--- src/rtl/reg_wr_arb_pkg.sv ---
// Shared widths, slot record and helpers for the register-file write arbiter.
package reg_wr_arb_pkg;

    localparam int unsigned REG_ADDR_W = 5;
    localparam int unsigned REG_DATA_W = 32;
    localparam int unsigned NUM_WR_REQ = 2;
    localparam int unsigned NUM_REGS   = 1 << REG_ADDR_W;

    typedef struct packed {
        logic                  valid;
        logic [REG_ADDR_W-1:0] addr;
        logic [REG_DATA_W-1:0] data;
    } wr_slot_t;

    function automatic logic [NUM_REGS-1:0] addr_onehot(input logic [REG_ADDR_W-1:0] addr);
        logic [NUM_REGS-1:0] mask;
        mask       = '0;
        mask[addr] = 1'b1;
        return mask;
    endfunction

endpackage

--- src/rtl/reg_wr_slot.sv ---
// One-entry write buffer for a single requester; writes to r0 are accepted but discarded.
module reg_wr_slot
    import reg_wr_arb_pkg::*;
(
    input  logic                  clk,
    input  logic                  rst_n,
    input  logic                  in_valid,
    input  logic [REG_ADDR_W-1:0] in_addr,
    input  logic [REG_DATA_W-1:0] in_data,
    input  logic                  grant,
    output logic                  ready,
    output logic                  load,
    output wr_slot_t              slot
);

    wr_slot_t slot_q, slot_d;

    always_comb begin
        ready  = !slot_q.valid || grant;
        load   = in_valid && ready && (in_addr != '0);
        slot_d = slot_q;
        if (load) begin
            slot_d.valid = 1'b1;
            slot_d.addr  = in_addr;
            slot_d.data  = in_data;
        end else if (grant) begin
            slot_d.valid = 1'b0;
        end
    end

    always_ff @(posedge clk) begin
        if (!rst_n) begin
            slot_q <= '0;
        end else begin
            slot_q <= slot_d;
        end
    end

    assign slot = slot_q;

endmodule

--- src/rtl/reg_wr_arb.sv ---
// Two-requester register-file write arbiter. Define RR_ARB_EN for round-robin between
// different-address contenders; otherwise slot 0 has fixed priority.
module reg_wr_arb
    import reg_wr_arb_pkg::*;
(
    input  logic                  clk,
    input  logic                  rst_n,
    input  logic                  s0_valid,
    output logic                  s0_ready,
    input  logic [REG_ADDR_W-1:0] s0_addr,
    input  logic [REG_DATA_W-1:0] s0_data,
    input  logic                  s1_valid,
    output logic                  s1_ready,
    input  logic [REG_ADDR_W-1:0] s1_addr,
    input  logic [REG_DATA_W-1:0] s1_data,
    output logic                  r3_wr,
    output logic [REG_ADDR_W-1:0] r3_addr,
    output logic [REG_DATA_W-1:0] r3_din,
    output logic [NUM_REGS-1:0]   pend_mask
);

    wr_slot_t                slot0, slot1;
    logic [NUM_WR_REQ-1:0]   grant;
    logic [NUM_WR_REQ-1:0]   load;
    logic                    both_valid;
    logic                    any_valid;
    logic                    gnt_sel;
    logic                    pref;
    logic                    older_q, older_d;  // 1: slot 1 holds the older entry

    reg_wr_slot u_slot0 (
        .clk      (clk),
        .rst_n    (rst_n),
        .in_valid (s0_valid),
        .in_addr  (s0_addr),
        .in_data  (s0_data),
        .grant    (grant[0]),
        .ready    (s0_ready),
        .load     (load[0]),
        .slot     (slot0)
    );

    reg_wr_slot u_slot1 (
        .clk      (clk),
        .rst_n    (rst_n),
        .in_valid (s1_valid),
        .in_addr  (s1_addr),
        .in_data  (s1_data),
        .grant    (grant[1]),
        .ready    (s1_ready),
        .load     (load[1]),
        .slot     (slot1)
    );

    assign both_valid = slot0.valid && slot1.valid;
    assign any_valid  = slot0.valid || slot1.valid;

`ifdef RR_ARB_EN
    logic rr_q;

    assign pref = rr_q;

    always_ff @(posedge clk) begin
        if (!rst_n) begin
            rr_q <= 1'b0;
        end else if (both_valid) begin
            rr_q <= ~gnt_sel;
        end
    end
`else
    assign pref = 1'b0;
`endif

    always_comb begin
        gnt_sel = 1'b0;
        if (both_valid) begin
            // Same destination must retire in arrival order, whatever the policy says.
            gnt_sel = (slot0.addr == slot1.addr) ? older_q : pref;
        end else if (slot1.valid) begin
            gnt_sel = 1'b1;
        end
        grant = '0;
        if (any_valid) begin
            grant[gnt_sel] = 1'b1;
        end
    end

    always_comb begin
        r3_wr   = 1'b0;
        r3_addr = '0;
        r3_din  = '0;
        if (any_valid) begin
            r3_wr   = 1'b1;
            r3_addr = gnt_sel ? slot1.addr : slot0.addr;
            r3_din  = gnt_sel ? slot1.data : slot0.data;
        end
    end

    // A lone load makes the other slot older; a simultaneous load ranks slot 0 older.
    always_comb begin
        older_d = older_q;
        unique case (load)
            2'b01:   older_d = 1'b1;
            2'b10:   older_d = 1'b0;
            2'b11:   older_d = 1'b0;
            default: older_d = older_q;
        endcase
    end

    always_ff @(posedge clk) begin
        if (!rst_n) begin
            older_q <= 1'b0;
        end else begin
            older_q <= older_d;
        end
    end

    always_comb begin
        pend_mask = '0;
        if (slot0.valid) pend_mask = pend_mask | addr_onehot(slot0.addr);
        if (slot1.valid) pend_mask = pend_mask | addr_onehot(slot1.addr);
    end

endmodule

--- config.mk ---
export PLATFORM = sky130hd
export DESIGN_NAME = reg_wr_arb
export DESIGN_NICKNAME = d
export VERILOG_FILES = /design/src/rtl/reg_wr_arb_pkg.sv /design/src/rtl/reg_wr_slot.sv /design/src/rtl/reg_wr_arb.sv
export SDC_FILE = /design/constraint.sdc
export NUM_CORES = 1
export LEC_CHECK = 0
export CAP_MARGIN = 20
export CORE_UTILIZATION = 40
export CTS_CLUSTER_SIZE = 25
export DETAILED_ROUTE_END_ITERATION = 16
export HOLD_SLACK_MARGIN = 0.1
export PLACE_DENSITY = 0.71
export SETUP_SLACK_MARGIN = 0.5
export SLEW_MARGIN = 40
export SYNTH_ARGS = -nofsm -noshare
export SYNTH_HDL_FRONTEND = slang
export SYNTH_HIERARCHICAL = 1
export SYNTH_SLANG_ARGS = --single-unit
--- constraint.sdc ---
create_clock -name clk -period 2.7 [get_ports clk]
set_input_delay 0.54 -clock clk [delete_from_list [all_inputs] [get_ports clk]]
set_output_delay 0.54 -clock clk [all_outputs]
set_load 0.02 [all_outputs]
==> summary.txt, run 1 <==
DR DRC count: 0
cell at the slowest stage of the critical path: dfxtp_2
skew final: 0.004810 ns
Reg-to-Reg Start: u_slot0/slot[36]
Psw: 1053 µW
global-route wire length before repair: 23190 µm
# rows: 38
Via Count: 5044
Slew headroom: 70.64%
mean post-synth cell area: 7.862 µm²
P per Cell Area: 456.6 mW/mm²
Yosys reg bits: 77
Ports: 150
RSZ-0062 raised after global routing: true
initial cell density of the core: 41.80%
Avg WL per Cell: 18.11 µm
HP Start: u_slot0/slot[2]
outcome: finished clean
compound-gate portion of the synthesized area: 15.37%
CTS tree: built
XOR/XNOR Fraction of Synth Area: 0.9457%
final wirelength: 16370 µm
ANT nets after route: 0
fraction of layout cells with a size suffix above 1: 32.85%
Max Root-Sink Buffers: 2
First-pass DRT Iterations: 5
Crit Path Max Fanout: 7
area of the multi-input gates: 0.003173 mm²
mux cell area share after synthesis: 14.70%
Post-Syn Instances: 589
most used cell, CP: buf_6
vias per cell: 5.580
critical path type: flip-flop to output pin
Area growth syn-to-layout: 63.15%
Worst Tran Pin Value: 0.4404 ns
register share of total power: 37.4%
die height: 109.6 µm
Critical Path AT: 2.04 ns
root buf cell: clkbuf_16
TritonCTS sink count: 77
Fill cells: 853
total negative slack: 0 ns
Worst EP required: 2.16 ns
Synth Area in Simple Gates: 28.13%
number of distinct library cells after synthesis: 33
clock latency on the worst-skew pair: 0.33 ns
initial antenna violation count: 0
DP HPWL: 9749 µm
Final Hold Viols: 0
crit path cell chain: xor2_2 > nor4_4 > buf_4 > and2_4 > buf_12 > buf_6 > o211ai_2 > buf_6
GPL Wtd Cong: 0.9166
syn nets: 667
final setup violation count: 0
H-Tree Level Count: 3
Die ar.: 0.01201 mm²
min Tclk post-route: 2.579 ns
Cell Area, Synth: 0.004631 mm²
register area: 0.001560 mm²
f_max: 387.8 MHz
Yosys Warn Count: 6
Peak VDD IR: 0.3225 mV
clock transition at the registers of the reported paths: 0.06 ns
Die W: 109.6 µm
n_diodes: 0
grt ovf: 0
cts hold-fix bufs: 0
largest family of logic cells by synthesized area: simple AND/OR/NAND/NOR gates
CP Capture Type: output pin
Slew Viols, Final: 0
Inserted Clock Buffers: 9
period utilization: 95.50%
Initial DRC Count: 391
total core area: 0.01108 mm²
post-layout net count: 837
Sw Share: 30.52%
Int Pwr: 2397 µW
critical path startpoint category: flip-flop
Total Routing Usage GR: 25.05%
Max Cap Violations: 0
vias in the first global route: 4749
I/O Buffers: 149
Comb pwr share: 30.0%
largest net degree at the start of global routing: 86
Clk pwr share: 32.7%
worst setup path startpoint: u_slot0/slot[36]
Post-Synth Adder-Cell Area: 0%
post-layout util: 68.20%
Largest stage delay, worst path: 0.34 ns
sequential element share of the synthesized area: 33.29%
leak pwr: 0.003032 µW
Hold WC Path Type: flip-flop to flip-flop
[final timing paths]
check / to / slack (ns) / depth (start not counted)
setup / recovery: r3_din[24] / 0.12 / 8
hold / removal: u_slot0/slot[2] / 0.46 / 2
setup reg to reg: u_slot1/slot[36] / 0.24 / 13
hold reg to reg: u_slot0/slot[2] / 0.46 / 2
[what timing repair did]
item / in CTS / in global routing
gates cloned: 7 / 5
setup buffers: 15 / 9
pin swaps: 8 / 46
endpoints found under the setup margin: 117 / 140
gates resized for setup: 274 / 216
[cells in the mapped netlist]
library cell / count / area share (%)
o211ai_2: 29 / 7.8
inv_1: 6 / 0.49
o21ai_0: 4 / 0.43
nand4_1: 2 / 0.27
nand3_1: 39 / 4.2
buf_2: 9 / 0.97
mux2i_1: 68 / 15
xnor2_1: 1 / 0.19
buf_1: 2 / 0.16
a22o_1: 1 / 0.19
nand3b_1: 7 / 1.1
dfxtp_1: 77 / 33
a211oi_2: 2 / 0.54
nor2b_1: 4 / 0.54
clkbuf_1: 32 / 2.6
clkbuf_2: 1 / 0.11
or3_1: 2 / 0.27
and3_1: 1 / 0.14
xor2_1: 4 / 0.76
a21boi_0: 1 / 0.16
buf_6: 8 / 1.9
o211ai_1: 5 / 0.81
nor2_1: 4 / 0.32
and2_1: 1 / 0.14
nor3b_1: 1 / 0.16
nor4_4: 3 / 1.4
o21a_1: 2 / 0.32
o22ai_1: 36 / 4.9
or2_2: 4 / 0.54
nand2_1: 223 / 18
or3b_2: 5 / 0.95
a21oi_1: 2 / 0.22
buf_12: 3 / 1.3
[power by group through the flow]
stage / Combinational (µW) / Clock, µW / Sequential (µW)
global route: 1090 / 1220 / 1300
CTS: 875 / 1150 / 1280
detailed placement: 760 / 0 / 1300
floorplan: 444 / 0 / 1280
finish: 1030 / 1130 / 1290
global placement: 744 / 0 / 1300
[critical path, delay by kind of cell, from the launching register on]
kind / cells / cell delay, ns
DFF: 1 / 0.34
buffers and inverters: 4 / 0.58
xor gates and xnor gates: 1 / 0.18
AOI/OAI and AO/OA: 1 / 0.08
and+or+nand+nor: 2 / 0.53
[cell type report]
class,instances,area share [%]
Clock buffer,11,3.213
Clock inverter,5,0.4803
Inverter,6,0.2981
Multi-Input combinational cell,451,42.00
Sequential cell,77,20.65
Tap cell,140,2.319
Timing Repair Buffer,214,31.04
[metrics by stage]
| stage | setup slack (ns) | std cells | total power, µW | instance area, µm² | hold slack [ns] |
|---|---|---|---|---|---|
| after detailed placement | 0.1081 | 852 | 2061 | 6290 | 0.4503 |
| after global routing | 0.03458 | 904 | 3604 | 7555 | 0.4812 |
| after CTS | 0.06860 | 890 | 3304 | 6864 | 0.4614 |
| after global placement | 0.1340 | 852 | 2041 | 6290 | 0.4436 |
| final | 0.1214 | 904 | 3450 | 7555 | 0.4581 |
| after floorplan | 0.4900 | 589 | 1728 | 4647 | 0.4348 |
[registers in the layout, summed over array words and instances (netlist names)]
register,cells
u_slot1/slot,38
older_q,1
u_slot0/slot,38
[placed cells by master, fill, tap and decap left out, drive strengths merged, types with 4 or more instances in the layout]
cell type	netlist	layout
buf	22	124
clkbuf	33	21
clkdlybuf4s50	0	76
dfxtp	77	77
dlygate4sd2	0	4
inv	6	6
mux2i	68	68
nand2	223	223
nand3	39	39
nand3b	7	7
nor2	4	4
nor2b	4	4
o211ai	34	34
o21ai	4	4
o22ai	36	36
or2	4	4
or3b	5	5
xor2	4	4
[layer usage]
layer  global-route usage, %  up-vias  wire length, µm
met5                       0        -                0
met4                   10.00        0              380
met3                   5.928       39             1184
met2                   42.72      240             8095
met1                   30.29     2408             6713
li1                        -     2357                -
[logic make-up after synthesis]
kind of cell	Yosys count
buf+inv	61
flops	77
simple gates	296
mux	68
compound gates	82
xor+xnor	5
Power figures use the tool's default switching activity.
==> run 2: changes to the inputs <==
Settings changed: ABC_AREA from default to 1, PLACE_DENSITY 0.71 to 0.72, RECOVER_POWER from default to 50.
==> run 2 against run 1 <==
Area after synthesis down 5.3%. Non-clock buffer count down 9. Sequential share of layout area up 3.0 points. Die area down 5.2%. Utilization down 4.6 points. First-iteration DRC count down 40%. Clock skew up 0.0070 ns. Critical path type unchanged.
==> summary.txt, run 2 <==
cell at the slowest stage of the critical path: dfxtp_2 (unchanged)
Ports: 150 (unchanged)
initial antenna violation count: 0 (unchanged)
CP endpoint: r3_din[21] (was r3_din[24])
post-layout net count: 924 (was 837)
Max Root-Sink Buffers: 2 (unchanged)
crit path cell chain: inv_1 > nand2_1 > nand2_1 > nor2_2 > nand3_2 > a21boi_4 > buf_4 > buf_12 > buf_4 > nand2_1 > nand2_1 > buf_4 (was xor2_2 > nor4_4 > buf_4 > and2_4 > buf_12 > buf_6 > o211ai_2 > buf_6)
root buf cell: clkbuf_8 (was clkbuf_16)
sequential element share of the synthesized area: 35.14% (was 33.29%)
global-route wire length before repair: 22420 µm (was 23190 µm)
Avg WL per Cell: 15.08 µm (was 18.11 µm)
Via Count: 5082 (was 5044)
cell area after layout: 0.006654 mm² (was 0.007555 mm²)
critical path type: flip-flop to output pin (unchanged)
Cell Area, Synth: 0.004387 mm² (was 0.004631 mm²)
n_diodes: 0 (unchanged)
Worst Tran Pin Value: 0.6963 ns (was 0.4404 ns)
P per Cell Area: 504.3 mW/mm² (was 456.6 mW/mm²)
R2R Path End: u_slot0/slot[15] (was u_slot1/slot[36])
RSZ-0062 raised after global routing: true (unchanged)
most used cell, CP: nand2_1 (was buf_6)
Inserted Clock Buffers: 9 (unchanged)
synth cell count leaders: 201 x nand2_1, 147 x nor2_1, 77 x dfxtp_1 (was 223 x nand2_1, 77 x dfxtp_1, 68 x mux2i_1)
reg-to-reg slack, setup: 0.24 ns (about the same)
critical path startpoint category: flip-flop (unchanged)
GPL Wtd Cong: 0.9179 (was 0.9166)
TritonCTS sink count: 77 (unchanged)
final wirelength: 14870 µm (was 16370 µm)
R2R depth: 15 (was 13)
vias per cell: 5.154 (was 5.580)
Reg-to-Reg Start: u_slot0/slot[36] (unchanged)
# rows: 37 (was 38)
post-synth top area cell: dfxtp_1 (unchanged)
CTS tree: built (unchanged)
Slew headroom: 53.48% (was 70.64%)
period utilization: 93.62% (was 95.50%)
Area growth syn-to-layout: 51.68% (was 63.15%)
CP Capture Type: output pin (unchanged)
grt ovf: 0 (unchanged)
Total Routing Usage GR: 24.61% (was 25.05%)
Final Non-Filler Cells: 986 (was 904)
DP HPWL: 9335 µm (was 9749 µm)
First-pass DRT Iterations: 5 (unchanged)
Top delay family on crit path: buffers and inverters (unchanged)
post-layout util: 63.60% (was 68.20%)
syn nets: 746 (was 667)
fraction of layout cells with a size suffix above 1: 24.24% (was 32.85%)
dominant synthesized flop cell: dfxtp_1 (unchanged)
Hold WC Path Type: flip-flop to flip-flop (unchanged)
total negative slack: 0 ns (unchanged)
cts hold-fix bufs: 0 (unchanged)
commonest non-fill, non-tap cell in the layout: nand2_1 (unchanged)
largest net degree at the start of global routing: 43 (was 86)
Die W: 106.7 µm (was 109.6 µm)
DR DRC count: 0 (unchanged)
Post-Syn Instances: 668 (was 589)
f_max: 395.6 MHz (was 387.8 MHz)
Crit Path Max Fanout: 9 (was 7)
leak pwr: 0.003109 µW (was 0.003032 µW)
ys async rst share: 0% (unchanged)
Crit. path cell count: 12 (was 8)
min Tclk post-route: 2.528 ns (was 2.579 ns)
H-Tree Level Count: 3 (unchanged)
clock latency on the worst-skew pair: 0.36 ns (was 0.33 ns)
total core area: 0.01046 mm² (was 0.01108 mm²)
Post-synth EDFFs: 0 (unchanged)
mean post-synth cell area: 6.567 µm² (was 7.862 µm²)
commonest non-fill, non-tap cells in the layout: 178 x nand2_1, 146 x nor2_1, 76 x clkdlybuf4s50_1 (was 223 x nand2_1, 76 x clkdlybuf4s50_1, 67 x mux2i_1)
Yosys Warn Count: 6 (unchanged)
final setup violation count: 0 (unchanged)
Peak VDD IR: 0.2181 mV (was 0.3225 mV)
outcome: finished clean (unchanged)
Max Cap Violations: 0 (unchanged)
dpl cells: 938 (was 852)
Yosys reg bits: 77 (unchanged)
Initial DRC Count: 234 (was 391)
Final Hold Viols: 0 (unchanged)
Synth area leaders: dfxtp_1 35%, nand2_1 17%, nor2_1 13% (was dfxtp_1 33%, nand2_1 18%, mux2i_1 15%)
vias in the first global route: 4904 (was 4749)
clock transition at the registers of the reported paths: 0.08 ns (was 0.06 ns)
Worst EP required: 2.16 ns (about the same)
top-count cell post-synth: nand2_1 (unchanged)
Die ar.: 0.01139 mm² (was 0.01201 mm²)
initial cell density of the core: 41.93% (was 41.80%)
I/O Buffers: 149 (unchanged)
area fraction of the dominant cell type after synthesis: 35.14% (was 33.29%)
dpl cell area: 0.005991 mm² (was 0.006290 mm²)
Buf/Inv on CP: 5 (was 4)
Slew Viols, Final: 0 (unchanged)
Critical Path AT: 1.99 ns (was 2.04 ns)
skew final: 0.01185 ns (was 0.004810 ns)
worst setup path startpoint: u_slot1/slot[33] (was u_slot0/slot[36])
die height: 106.7 µm (was 109.6 µm)
ANT nets after route: 0 (unchanged)
Largest stage delay, worst path: 0.34 ns (about the same)
number of distinct library cells after synthesis: 22 (was 33)
==> run 2: cell count changes after synthesis, moves of 11 or more <==
cell and change:
nand3_1 +11, o211ai_2 -29, mux2i_1 -68, nand3b_1 +63
nor3_1 +12, o22ai_1 -36, nand2_1 -22, nor2_1 +143
clkbuf_1 -23, o21ai_0 +29
==> run 2: worst reg2reg max path, cell delays in order, from the launching register on <==
cell      delay, ns
dfxtp_2        0.34
inv_2          0.12
nand2_1        0.07
nand2_1        0.07
nor2_1         0.05
nand3_2        0.10
a21boi_4       0.07
buf_4          0.14
buf_12         0.13
nor2_1         0.12
inv_2          0.05
a21boi_1       0.53
clkbuf_2       0.34
nand3b_1       0.11
nand2_1        0.07
nor2_1         0.05
==> run 2: worst min-delay path by stage <==
| stage | start | endpoint | slack (ns) | depth (start not counted) |
|---|---|---|---|---|
| 2_1_floorplan | u_slot1/slot[20] | u_slot1/slot[20] | 0.45 | 2 |
| 3_3_place_gp | u_slot1/slot[20] | u_slot1/slot[20] | 0.46 | 2 |
| 3_5_place_dp | u_slot1/slot[6] | u_slot1/slot[6] | 0.47 | 2 |
| 4_1_cts | u_slot1/slot[6] | u_slot1/slot[6] | 0.49 | 2 |
| 5_1_grt | u_slot1/slot[3] | u_slot1/slot[3] | 0.50 | 2 |
| 6_report | u_slot1/slot[22] | u_slot1/slot[22] | 0.49 | 2 |
==> run 2: repair_timing <==
action / CTS / global route
gates cloned: 1 / 5
resized for setup: 335 / 107
buffers inserted: 19 / 8
pin swaps: 9 / 13
endpoints found under the setup margin: 142 / 145
==> run 2: layout make-up <==
cell class | count | area [µm²]
clock inverters | 5 | 83.83
repair buffers | 205 | 1928
well taps | 136 | 170.2
fillers | 953 | 3809
flip-flops and latches | 77 | 1572
multi-input cells | 531 | 2633
inverters | 20 | 112.6
clock buffers | 10 | 127.6
repair inverters | 2 | 27.53
==> run 2: cells by family (layout without fill, tap and decap cells) <==
family | Yosys count | count (layout) | synth area share [%]
buffers and inverters | 60 | 242 | 8.443
and+or+nand+nor | 489 | 489 | 50.86
AOI/OAI and AO/OA | 42 | 42 | 5.562
DFF | 77 | 77 | 35.14
==> run 2: routing by layer <==
layer | wire (µm) | vias up | track usage (%)
met2 | 7292 | 230 | 43.55
met3 | 1012 | 43 | 3.465
li1 | - | 2505 | -
met1 | 6119 | 2304 | 29.00
met5 | 0 | - | 0
met4 | 442 | 0 | 12.13
==> run 2: report_power, final <==
part | internal (µW) | switching, µW
Sequential | 1250 | 74.6
Clock | 519 | 433
Combinational | 500 | 583
==> run 2: through the flow <==
step                setup WS, ns  power [µW]  hold slack (ns)
detailed placement        0.1256        2257           0.4718
global placement          0.1506        2232           0.4630
floorplan                 0.6830        1884           0.4543
finish                    0.1722        3355           0.4888
global route             0.03633        3529           0.5009
CTS                      0.09542        3270           0.4905
